**src/rtl/p2s_lane_serializer.sv**
```systemverilog
// rtl/p2s_lane_serializer.sv - parallel-to-serial lane serializer with one-word hold buffer
//
// Takes an N-bit word on a valid/ready parallel port and emits it as B = N/W
// beats of W bits on a valid/ready serial port. A one-word hold buffer lets a
// following word wait while the current one drains. A word offered during the
// last beat of the current word goes straight into the shifter, so consecutive
// words stream without an idle cycle.
//
// Parameters:
//   N         parallel word width (N % W == 0)
//   W         serial lane width, 1 <= W <= N
//   MSB_FIRST 0: lowest-indexed lane first, 1: highest-indexed lane first
//
// Ports:
//   clk      in   rising-edge clock
//   rstn     in   asynchronous active-low reset; discards in-flight and held words
//   p_data   in   [N] parallel word
//   p_valid  in   p_data valid
//   p_ready  out  word can be accepted (hold buffer empty, registered)
//   s_data   out  [W] current serial beat
//   s_valid  out  s_data valid (shifter loaded)
//   s_ready  in   downstream accepts the beat
//   busy     out  shifter loaded or hold buffer full
//   s_last   out  final beat of a word (only when P2S_LAST_EN is defined)
//
// Optional feature macro: P2S_LAST_EN adds the s_last output.

module p2s_lane_serializer #(
  parameter int N         = 8,
  parameter int W         = 1,
  parameter bit MSB_FIRST = 1'b0
) (
  input  logic         clk,
  input  logic         rstn,
  input  logic [N-1:0] p_data,
  input  logic         p_valid,
  output logic         p_ready,
  output logic [W-1:0] s_data,
  output logic         s_valid,
  input  logic         s_ready,
  output logic         busy
`ifdef P2S_LAST_EN
  ,
  output logic         s_last
`endif
);

  localparam int B  = N / W;
  localparam int CW = (B > 1) ? $clog2(B) : 1;
  localparam logic [CW-1:0] LAST_CNT = CW'(B - 1);

  localparam logic [0:0] ST_IDLE = 1'b0;
  localparam logic [0:0] ST_TX   = 1'b1;

  logic [0:0]    state;
  logic [CW-1:0] count;
  logic [N-1:0]  shifter;
  logic [N-1:0]  shifted;
  logic [N-1:0]  hold_data;
  logic          hold_full;

  logic beat_fire;
  logic last_fire;
  logic accept;
  logic bypass;
  logic to_hold;

  assign s_valid   = (state == ST_TX);
  assign p_ready   = !hold_full;
  assign busy      = s_valid || hold_full;

  assign beat_fire = s_valid && s_ready;
  assign last_fire = beat_fire && (count == LAST_CNT);
  assign accept    = p_valid && p_ready;
  // A word can skip the hold buffer when the shifter is empty or frees up this
  // cycle. While hold is full p_ready is low, so accept already implies an
  // empty hold buffer and hold always has priority for the next load.
  assign bypass    = accept && (!s_valid || last_fire);
  assign to_hold   = accept && !bypass;

  generate
    if (MSB_FIRST) begin : g_msb
      assign s_data  = shifter[N-1 -: W];
      assign shifted = shifter << W;
    end else begin : g_lsb
      assign s_data  = shifter[W-1:0];
      assign shifted = shifter >> W;
    end
  endgenerate

`ifdef P2S_LAST_EN
  assign s_last = s_valid && (count == LAST_CNT);
`endif

  always_ff @(posedge clk or negedge rstn) begin
    if (!rstn) begin
      state     <= ST_IDLE;
      count     <= '0;
      shifter   <= '0;
      hold_data <= '0;
      hold_full <= 1'b0;
    end else begin
      if (last_fire) begin
        count <= '0;
        if (hold_full) begin
          shifter   <= hold_data;
          hold_full <= 1'b0;
        end else if (bypass) begin
          shifter <= p_data;
        end else begin
          // Clear the shifter so s_data reads zero while idle.
          shifter <= '0;
          state   <= ST_IDLE;
        end
      end else if (beat_fire) begin
        shifter <= shifted;
        count   <= count + CW'(1);
      end else if (bypass) begin
        // Only reachable from IDLE: a loaded shifter bypasses only on its last beat.
        shifter <= p_data;
        count   <= '0;
        state   <= ST_TX;
      end

      // Never coincides with the hold drain above, since accept needs hold empty.
      if (to_hold) begin
        hold_data <= p_data;
        hold_full <= 1'b1;
      end
    end
  end

endmodule

```
**config.mk**
```make
export PLATFORM = sky130hd
export DESIGN_NAME = p2s_lane_serializer
export DESIGN_NICKNAME = d
export VERILOG_FILES = /design/src/rtl/p2s_lane_serializer.sv
export SDC_FILE = /design/constraint.sdc
export NUM_CORES = 1
export LEC_CHECK = 0
export BUFFER_PORTS_ARGS = -buffer_cell sky130_fd_sc_hd__buf_2
export CAP_MARGIN = 10
export CORE_AREA = 2 2 71 73
export CTS_CLUSTER_SIZE = 8
export DETAILED_ROUTE_END_ITERATION = 10
export DIE_AREA = 0 0 73 75
export RECOVER_POWER = 50
export SYNTH_ARGS = -nofsm -noshare
export SYNTH_HDL_FRONTEND = slang
export SYNTH_SLANG_ARGS = --single-unit
```
**constraint.sdc**
```tcl
create_clock -name clk -period 2.11 [get_ports clk]
set_input_delay 0.3165 -clock clk [delete_from_list [all_inputs] [get_ports clk]]
set_output_delay 0.3165 -clock clk [all_outputs]
set_load 0.01 [all_outputs]
```
==> flow_summary_export.csv, run 1 <==
group,metric,value,unit
power_and_ir_drop,p_per_area,1210,nW/um^2
worst_hold_path,hold_class,"input port to asynchronous set/reset pin",
floorplanning,chipWidth,73,um
cells_and_area,layout_common_cells,"dfrtp_1, buf_2, mux2_4",
route,viasPerCell,5.17,
route,ant_nets,0,
clocking,cts-root-buf,"clkbuf_8",
clocking,cts_inserted_buffers,3,
global_route,grt_antenna_before_repair,0,
setup_path,path_class,"flop to flop",
setup_path,rr_endpoint,"hold_data[0]",
placement,gp_congestion,0.807,
placement,hpwlAfterDp,1830,um
route,drtPass1Iterations,4,
yosys,yosysUniqueCellTypes,31,
floorplanning,die-area,5480,um^2
timing,fin_setup_tns,0,ns
placement,placement.io_buffers,15,
clocking,ctsResizeCount,0,
clocking,cts_tree,"done",
global_route,grt_pass1_vias,900,
yosys,ys_ff_latch,21,
cells_and_area,fin_area,1290,um^2
setup_path,cp_max_fo,12,
timing,period_minus_slack,1.74,ns
timing,worstMarginPinSlew,1.14,ns
global_route,grt_usage,10.5,%
global_route,grt_pass1_wl,4390,um
clocking,postCtsHoldBufs,0,
yosys,syn_area_per_cell,11.3,um^2
setup_path,rrSetupSlack,0.37,ns
setup_path,worstPathArrival,1.90,ns
yosys,synth.area.top_cells,"dfrtp_1, mux2_4, and4b_1",
route,drc,0,
yosys,syn_area,1140,um^2
floorplanning,die_y,75,um
clocking,cts_setup_buffers,0,
power_and_ir_drop,leakagePower,0.569,nW
cells_and_area,drive_gt1_share,25.0,%
cells_and_area,syn_to_final_growth,12.3,%
timing,rsz0062_at_grt,"false",
timing,final_hold_viol_count,0,
global_route,grt-ovfl-total,0,
setup_path,r2r_start,"count[0]",
power_and_ir_drop,power,0.00156,W
cells_and_area,layout_commonest_cell,"dfrtp_1",
timing,fmax,0.575,GHz
setup_path,critPathLaunchType,"flop",
setup_path,worstRegToRegCells,5,
floorplanning,start_util,24.6,%
floorplanning,ios,16,
route,drt_iter0_drc,102,
route,wl,2630,um
timing,slew_headroom,23.9,%
job,drv_cap,0,
placement,dpl_cell_area,1240,um^2
yosys,ys.warnings.count,0,
yosys,syn_inst,101,
timing,setup-violations-final,0,
clocking,htreeDepth,1,
route,num_vias,859,
yosys,syn_nets,115,
global_route,grt_max_degree,22,
clocking,cts.clk_slew.worst_paths,0.08,ns
floorplanning,core.rowCount,25,
cells_and_area,diodes,0,
timing,fin_skew,0.00224,ns
timing,slew_violations,0,
timing,min_period_over_period,82.4,%
yosys,synth_top_cell_by_area,"dfrtp_1",
yosys,synth-seq-area-share,45.9,%
cells_and_area,nFillCells,476,
clocking,cts_sinks,21,
power_and_ir_drop,ir_drop,261,uV
cells_and_area,fin_nets,127,
outcome,status,"completed",
route,drt-wirelength-per-cell,15.9,um
yosys,synth_top_area_share,45.9,%
clocking,cts_buffer_depth,2,
setup_path,end_kind,"flop",
floorplanning,core_area,4660,um^2
setup_path,required,2.27,ns
clocking,worstSkewPairLatency,0.27,ns
[registers in the layout (all words and copies together), names as in the netlist]
name and count:
shifter 8, hold_data 8, s_valid 1, hold_full 1, count 3
[how the worst max path moves through the flow]
stage,start,cells past startpoint,slack (ns),endpoint
final,count[0],5,0.37,hold_data[0]
after global routing,count[0],5,0.26,hold_data[5]
after CTS,count[0],5,0.35,hold_data[0]
after detailed placement,count[0],5,0.36,hold_data[4]
after global placement,count[0],5,0.43,hold_data[6]
after floorplan,count[0],6,0.61,shifter[0]
[worst max-delay path: stages (launching register included)]
cell      delay, ns
dfrtp_1        0.39
ha_1           0.20
ha_1           0.30
a21boi_2       0.24
nand2_4        0.16
mux2_4         0.34
[synth_stat cells]
library cell	count
dfrtp_1	21
mux2_4	8
a31oi_1	7
and4b_1	7
buf_2	7
nor3_1	7
a221oi_1	6
nand3_1	6
nand2_1	4
nor2_1	3
a21oi_1	2
a22o_1	2
ha_1	2
inv_1	2
a211o_1	1
a21boi_2	1
a32oi_1	1
and2_1	1
and3_1	1
and4_1	1
buf_1	1
buf_6	1
mux2_2	1
nand2_4	1
nand2b_1	1
nand3b_1	1
nor2b_1	1
nor3b_4	1
o21ai_0	1
o2bb2ai_1	1
or2_1	1
[per-stage QoR]
step                      util, %  hold slack [ns]  setup WS (ns)  instances
after detailed placement     26.7            0.304          0.357        162
final                        27.6            0.249          0.371        166
after global routing         27.6            0.307          0.259        166
after global placement       26.7            0.291          0.426        162
after floorplan                 -           0.0209          0.608        101
after CTS                    27.7           0.0191          0.349        166
[per-layer routing]
layer | global-route usage (%) | up-vias | share of wire (%)
li1 | - | 406 | -
met1 | 12.7 | 421 | 47
met2 | 17.9 | 30 | 47
met3 | 3.35 | 2 | 5.2
met4 | 3.09 | 0 | 0.53
met5 | 0 | - | 0
[cell type report]
| cell class | instances | area (um^2) | share of cell area, % |
|---|---|---|---|
| multi-input combinational | 69 | 562 | 43.7 |
| sequential | 21 | 526 | 40.9 |
| timing repair buffer | 16 | 78.8 | 6.13 |
| tap | 54 | 67.6 | 5.25 |
| clock buffer | 4 | 45.0 | 3.50 |
| inverter | 2 | 7.51 | 0.584 |
[power by group]
part           internal [W]  total [W]  switching [W]
sequential         0.000588   0.000738       0.000150
clock              0.000135   0.000275       0.000140
combinational      0.000303   0.000547       0.000244
[cell families after synthesis]
group / synth area share (%)
compound gates: 14.5
fa+ha+maj: 2.19
buf+inv: 5.03
flops: 45.9
mux: 11.5
simple gates: 20.9
Power figures use the tool's default switching activity.
==> run 2: changes to the inputs <==
Clock period 2.11 ns to 1.4 ns, I/O delays scaled along.
==> flow_summary_export.csv, run 2 (synthesis results as in run 1) <==
group,metric,value,unit
setup_path,cp_max_fo,8,
placement,place_ws,-0.142,ns
timing,worstMarginPinSlew,0.531,ns
setup_path,rrSetupSlack,-0.12,ns
cells_and_area,seqCellArea,527,um^2
setup_path,end_kind,"flop",
cells_and_area,layout_common_cells,"dfrtp_1, buf_4, buf_2",
cells_and_area,layout_commonest_cell,"dfrtp_1",
route,num_vias,923,
clocking,cts.clk_slew.worst_paths,0.08,ns
route,drc,0,
cells_and_area,multi_input_comb_area,629,um^2
cells_and_area,syn_to_final_growth,30.5,%
setup_path,crit_family,"flip-flops",
floorplanning,die-area,5480,um^2
job,drv_cap,0,
clocking,cts_buffer_depth,2,
setup_path,worstPathArrival,1.67,ns
route,ant_nets,0,
floorplanning,start_util,24.6,%
clocking,cts_sinks,21,
setup_path,path_cells,"ha_2 -> ha_4 -> a21boi_4 -> nand2_4 -> mux2_4",
timing,fin_setup_tns,-1.47,ns
floorplanning,ios,16,
route,drt_iter0_drc,34,
timing,fmax,0.657,GHz
cells_and_area,largestRegisters,"hold_data (8), shifter (8), count (3)",
placement,gp_congestion,0.788,
clocking,cts_tree,"done",
timing,min_period_over_period,109,%
power_and_ir_drop,leakagePower,0.677,nW
global_route,grt-ovfl-total,0,
global_route,grt_antenna_before_repair,0,
floorplanning,core_area,4660,um^2
setup_path,worst-path-buf-inv,0,
setup_path,slowest_delay,0.39,ns
floorplanning,chipWidth,73,um
setup_path,required,1.55,ns
clocking,cts-root-buf,"clkbuf_8",
timing,setup-violations-final,15,
clocking,worstSkewPairLatency,0.26,ns
setup_path,path_class,"flop to flop",
route,drt-wirelength-per-cell,15.3,um
timing,final_hold_viol_count,0,
route,viasPerCell,5.04,
setup_path,critPathLaunchType,"flop",
floorplanning,core.rowCount,25,
timing,slew_headroom,64.6,%
timing,rsz0062_at_grt,"true",
worst_hold_path,hold_class,"input port to flop",
timing,period_minus_slack,1.52,ns
route,drtPass1Iterations,4,
cells_and_area,fin_nets,144,
global_route,grt_pass1_vias,1038,
global_route,grt_usage,11.2,%
timing,slew_violations,0,
power_and_ir_drop,p_per_area,1790,nW/um^2
cells_and_area,drive_gt1_share,47.3,%
floorplanning,die_y,75,um
outcome,status,"finished, violations left",
timing,fin_skew,0.00250,ns
timing,fin_ws,-0.122,ns
clocking,htreeDepth,1,
global_route,grt_max_degree,22,
cells_and_area,nFillCells,457,
placement,hpwlAfterDp,2030,um
outcome,violations,"negative setup slack",
global_route,grt_pass1_wl,4820,um
setup_path,crit_slowest_cell,"dfrtp_1",
clocking,cts_inserted_buffers,3,
power_and_ir_drop,ir_drop,440,uV
cells_and_area,diodes,0,
route,wl,2800,um
placement,placement.io_buffers,15,
[run 2: cell types whose count changed in the layout (fill, tap and decap cells not counted), moves of 2 or more]
cell / previous run / this run
a221oi_1: 6 / 0
a221oi_2: 0 / 6
clkbuf_1: 4 / 0
ha_1: 2 / 0
buf_2: 12 / 14
buf_4: 1 / 16
[run 2: worst paths after layout]
kind / depth (start not counted) / from / end
setup / recovery: 5 / count[1] / hold_data[6]
hold / removal: 2 / p_data[7] / hold_data[7]
setup reg to reg: 5 / count[1] / hold_data[6]
hold reg to reg: 1 / shifter[7] / shifter[7]
max in group asynchronous: 2 / rstn / s_valid
min in group asynchronous: 2 / rstn / hold_data[3]
[run 2: timing repair]
item | CTS | global route
endpoints found under the hold margin | 21 | 0
buffers inserted | 1 | 1
gates resized for setup | 2 | 5
hold buffers | 1 | 0
pin swaps | 2 | 2
endpoints found under the setup margin | 16 | 20
gates cloned | 0 | 0
[run 2: metrics by stage]
step           instances  cell area (um^2)  hold WS, ns  util [%]  power [W]
2_1_floorplan        101              1210      -0.0856         -    0.00185
4_1_cts              182              1480        0.213      31.7    0.00266
3_5_place_dp         176              1410        0.197      30.3    0.00222
3_3_place_gp         176              1410        0.186      30.3    0.00218
6_report             183              1490        0.216      32.1    0.00267
5_1_grt              183              1490        0.215      32.1    0.00288
[run 2: worst register-to-register path, stage by stage (launching register included)]
cell and delay [ns]:
dfrtp_1 0.39, ha_2 0.20, ha_4 0.17, a21boi_4 0.16
nand2_4 0.15, mux2_4 0.34
[run 2: final cells by class]
| type | count | share of cell area, % |
|---|---|---|
| multi-input combinational | 69 | 42.1 |
| sequential | 21 | 35.3 |
| timing repair buffer | 33 | 14.5 |
| tap | 54 | 4.52 |
| clock buffer | 3 | 2.76 |
| inverter | 2 | 0.503 |
| clock inverter | 1 | 0.335 |
[run 2: layer usage]
layer | track usage (%) | part of all wire, % | up-vias | wire length [um]
met4 | 4.32 | 1.3 | 0 | 37
li1 | - | - | 440 | -
met1 | 13.3 | 45 | 462 | 1250
met3 | 2.81 | 4.2 | 5 | 117
met2 | 19.5 | 50 | 16 | 1400
met5 | 0 | 0 | - | 0
[run 2: report_power, final]
group,internal (W),total [W],switching (W)
clock,0.000198,0.000399,0.000200
combinational,0.000689,0.00116,0.000473
sequential,0.000890,0.00111,0.000223
==> run 3: changes to the inputs <==
Settings changed: SETUP_SLACK_MARGIN from default to 0.02.
==> flow_summary_export.csv, run 3 (synthesis results as in run 1) <==
group,metric,value,unit
outcome,status,"finished, violations left",
outcome,violations,"negative setup slack",
power_and_ir_drop,power,0.00275,W
route,ant_nets,0,
placement,hpwlAfterDp,2030,um
job,drv_cap,0,
route,viasPerCell,5.06,
cells_and_area,drive_gt1_share,47.3,%
cells_and_area,layout_commonest_cell,"dfrtp_1",
floorplanning,ios,16,
route,drtPass1Iterations,4,
placement,dp_cells,176,
global_route,grt_antenna_before_repair,0,
route,wl,2890,um
timing,rsz0062_at_grt,"true",
power_and_ir_drop,leakagePower,0.691,nW
timing,whs,0.217,ns
setup_path,path_depth,5,
floorplanning,core.rowCount,25,
worst_hold_path,hold-path-cell-count,2,
timing,period_minus_slack,1.52,ns
setup_path,end_kind,"flop",
clocking,cts_sinks,21,
setup_path,path_cells,"ha_2 -> ha_4 -> a21boi_4 -> nand2_4 -> mux2_4",
cells_and_area,largestRegisters,"hold_data (8), shifter (8), count (3)",
route,drt-wirelength-per-cell,15.6,um
floorplanning,core_area,4660,um^2
cells_and_area,fin_nets,146,
floorplanning,start_util,24.6,%
global_route,grt_pass1_vias,1038,
clocking,worstSkewPairLatency,0.26,ns
placement,dpl_cell_area,1410,um^2
route,drc,0,
route,drt_iter0_drc,31,
setup_path,cp_max_fo,8,
power_and_ir_drop,ir_drop,439,uV
setup_path,crit_slowest_cell,"dfrtp_1",
cells_and_area,syn_to_final_growth,32.8,%
setup_path,worstRegToRegCells,5,
cells_and_area,diodes,0,
clocking,cts.clk_slew.worst_paths,0.08,ns
route,num_vias,937,
setup_path,required,1.55,ns
clocking,cts_inserted_buffers,3,
setup_path,worstPathArrival,1.67,ns
clocking,htreeDepth,1,
timing,slew_headroom,64.6,%
cells_and_area,fin_area,1520,um^2
timing,slew_violations,0,
power_and_ir_drop,p_per_area,1810,nW/um^2
cells_and_area,nFillCells,460,
worst_hold_path,hold_class,"input port to flop",
timing,worstMarginPinSlew,0.531,ns
placement,placement.io_buffers,15,
setup_path,critPathLaunchType,"flop",
clocking,cts-root-buf,"clkbuf_8",
cells_and_area,fin_cells,185,
floorplanning,die-area,5480,um^2
clocking,cts_buffer_depth,2,
floorplanning,chipWidth,73,um
setup_path,worst-path-buf-inv,0,
floorplanning,die_y,75,um
placement,gp_congestion,0.788,
global_route,grt_pass1_wl,4860,um
timing,fin_skew,0.00358,ns
timing,min_period_over_period,109,%
timing,setup-violations-final,15,
global_route,grt-ovfl-total,0,
global_route,grt_usage,11.3,%
cells_and_area,layout_common_cells,"dfrtp_1, buf_4, buf_2",
global_route,grt_max_degree,22,
timing,fmax,0.657,GHz
clocking,cts_tree,"done",
timing,final_hold_viol_count,0,
setup_path,slowest_delay,0.39,ns
setup_path,crit_family,"flip-flops",
setup_path,path_class,"flop to flop",
timing,fin_ws,-0.123,ns
-- run 3: cell types whose count changed in the layout (fill, tap and decap cells not counted) --
| cell | previous run | this run |
|---|---|---|
| buf_2 | 14 | 13 |
| buf_6 | 1 | 4 |
| nand2_1 | 3 | 4 |
| nand2_2 | 1 | 0 |
-- run 3: timing repair --
action                                 in CTS  in global routing
setup endpoints to repair                  17                 21
buffers inserted                            2                  2
endpoints found under the hold margin      21                  0
gates cloned                                0                  0
pin swaps                                   2                  2
hold buffers                                1                  0
gates resized for setup                     3                  7
-- run 3: stage by stage --
step	utilization, %	setup TNS, ns	worst slack (ns)
floorplan	-	-0.251	-0.0260
global placement	30.3	-1.30	-0.112
detailed placement	30.3	-1.67	-0.142
CTS	31.8	-1.54	-0.133
global route	32.6	-2.50	-0.170
finish	32.6	-1.45	-0.123
-- run 3: worst paths after layout --
check                                start      endpoint  slack, ns
worst max-delay path              count[1]  hold_data[7]      -0.12
worst min-delay path             p_data[7]  hold_data[7]       0.22
worst max register to register    count[1]  hold_data[7]      -0.12
worst min register to register  shifter[7]    shifter[7]       0.50
max in group asynchronous             rstn       s_valid       0.56
min in group asynchronous             rstn  hold_data[3]       0.46
-- run 3: layout make-up --
type | instances | area (um^2) | share of cell area, %
Multi-Input combinational cell | 69 | 627 | 41.2
Sequential cell | 21 | 527 | 34.7
Timing Repair Buffer | 35 | 245 | 16.1
Tap cell | 54 | 67.6 | 4.44
Clock buffer | 3 | 41.3 | 2.72
Inverter | 2 | 7.51 | 0.494
Clock inverter | 1 | 5.00 | 0.329
-- run 3: per-layer routing --
| layer | vias to the layer above | GRT usage (%) | wire, um |
|---|---|---|---|
| li1 | 447 | - | - |
| met1 | 466 | 13.3 | 1240 |
| met2 | 18 | 20.0 | 1480 |
| met3 | 6 | 2.81 | 115 |
| met4 | 0 | 4.32 | 46 |
| met5 | - | 0 | 0 |
-- run 3: power breakdown --
| part | internal [W] | switching [W] |
|---|---|---|
| logic | 0.000743 | 0.000500 |
| registers | 0.000890 | 0.000216 |
| clock network | 0.000198 | 0.000201 |
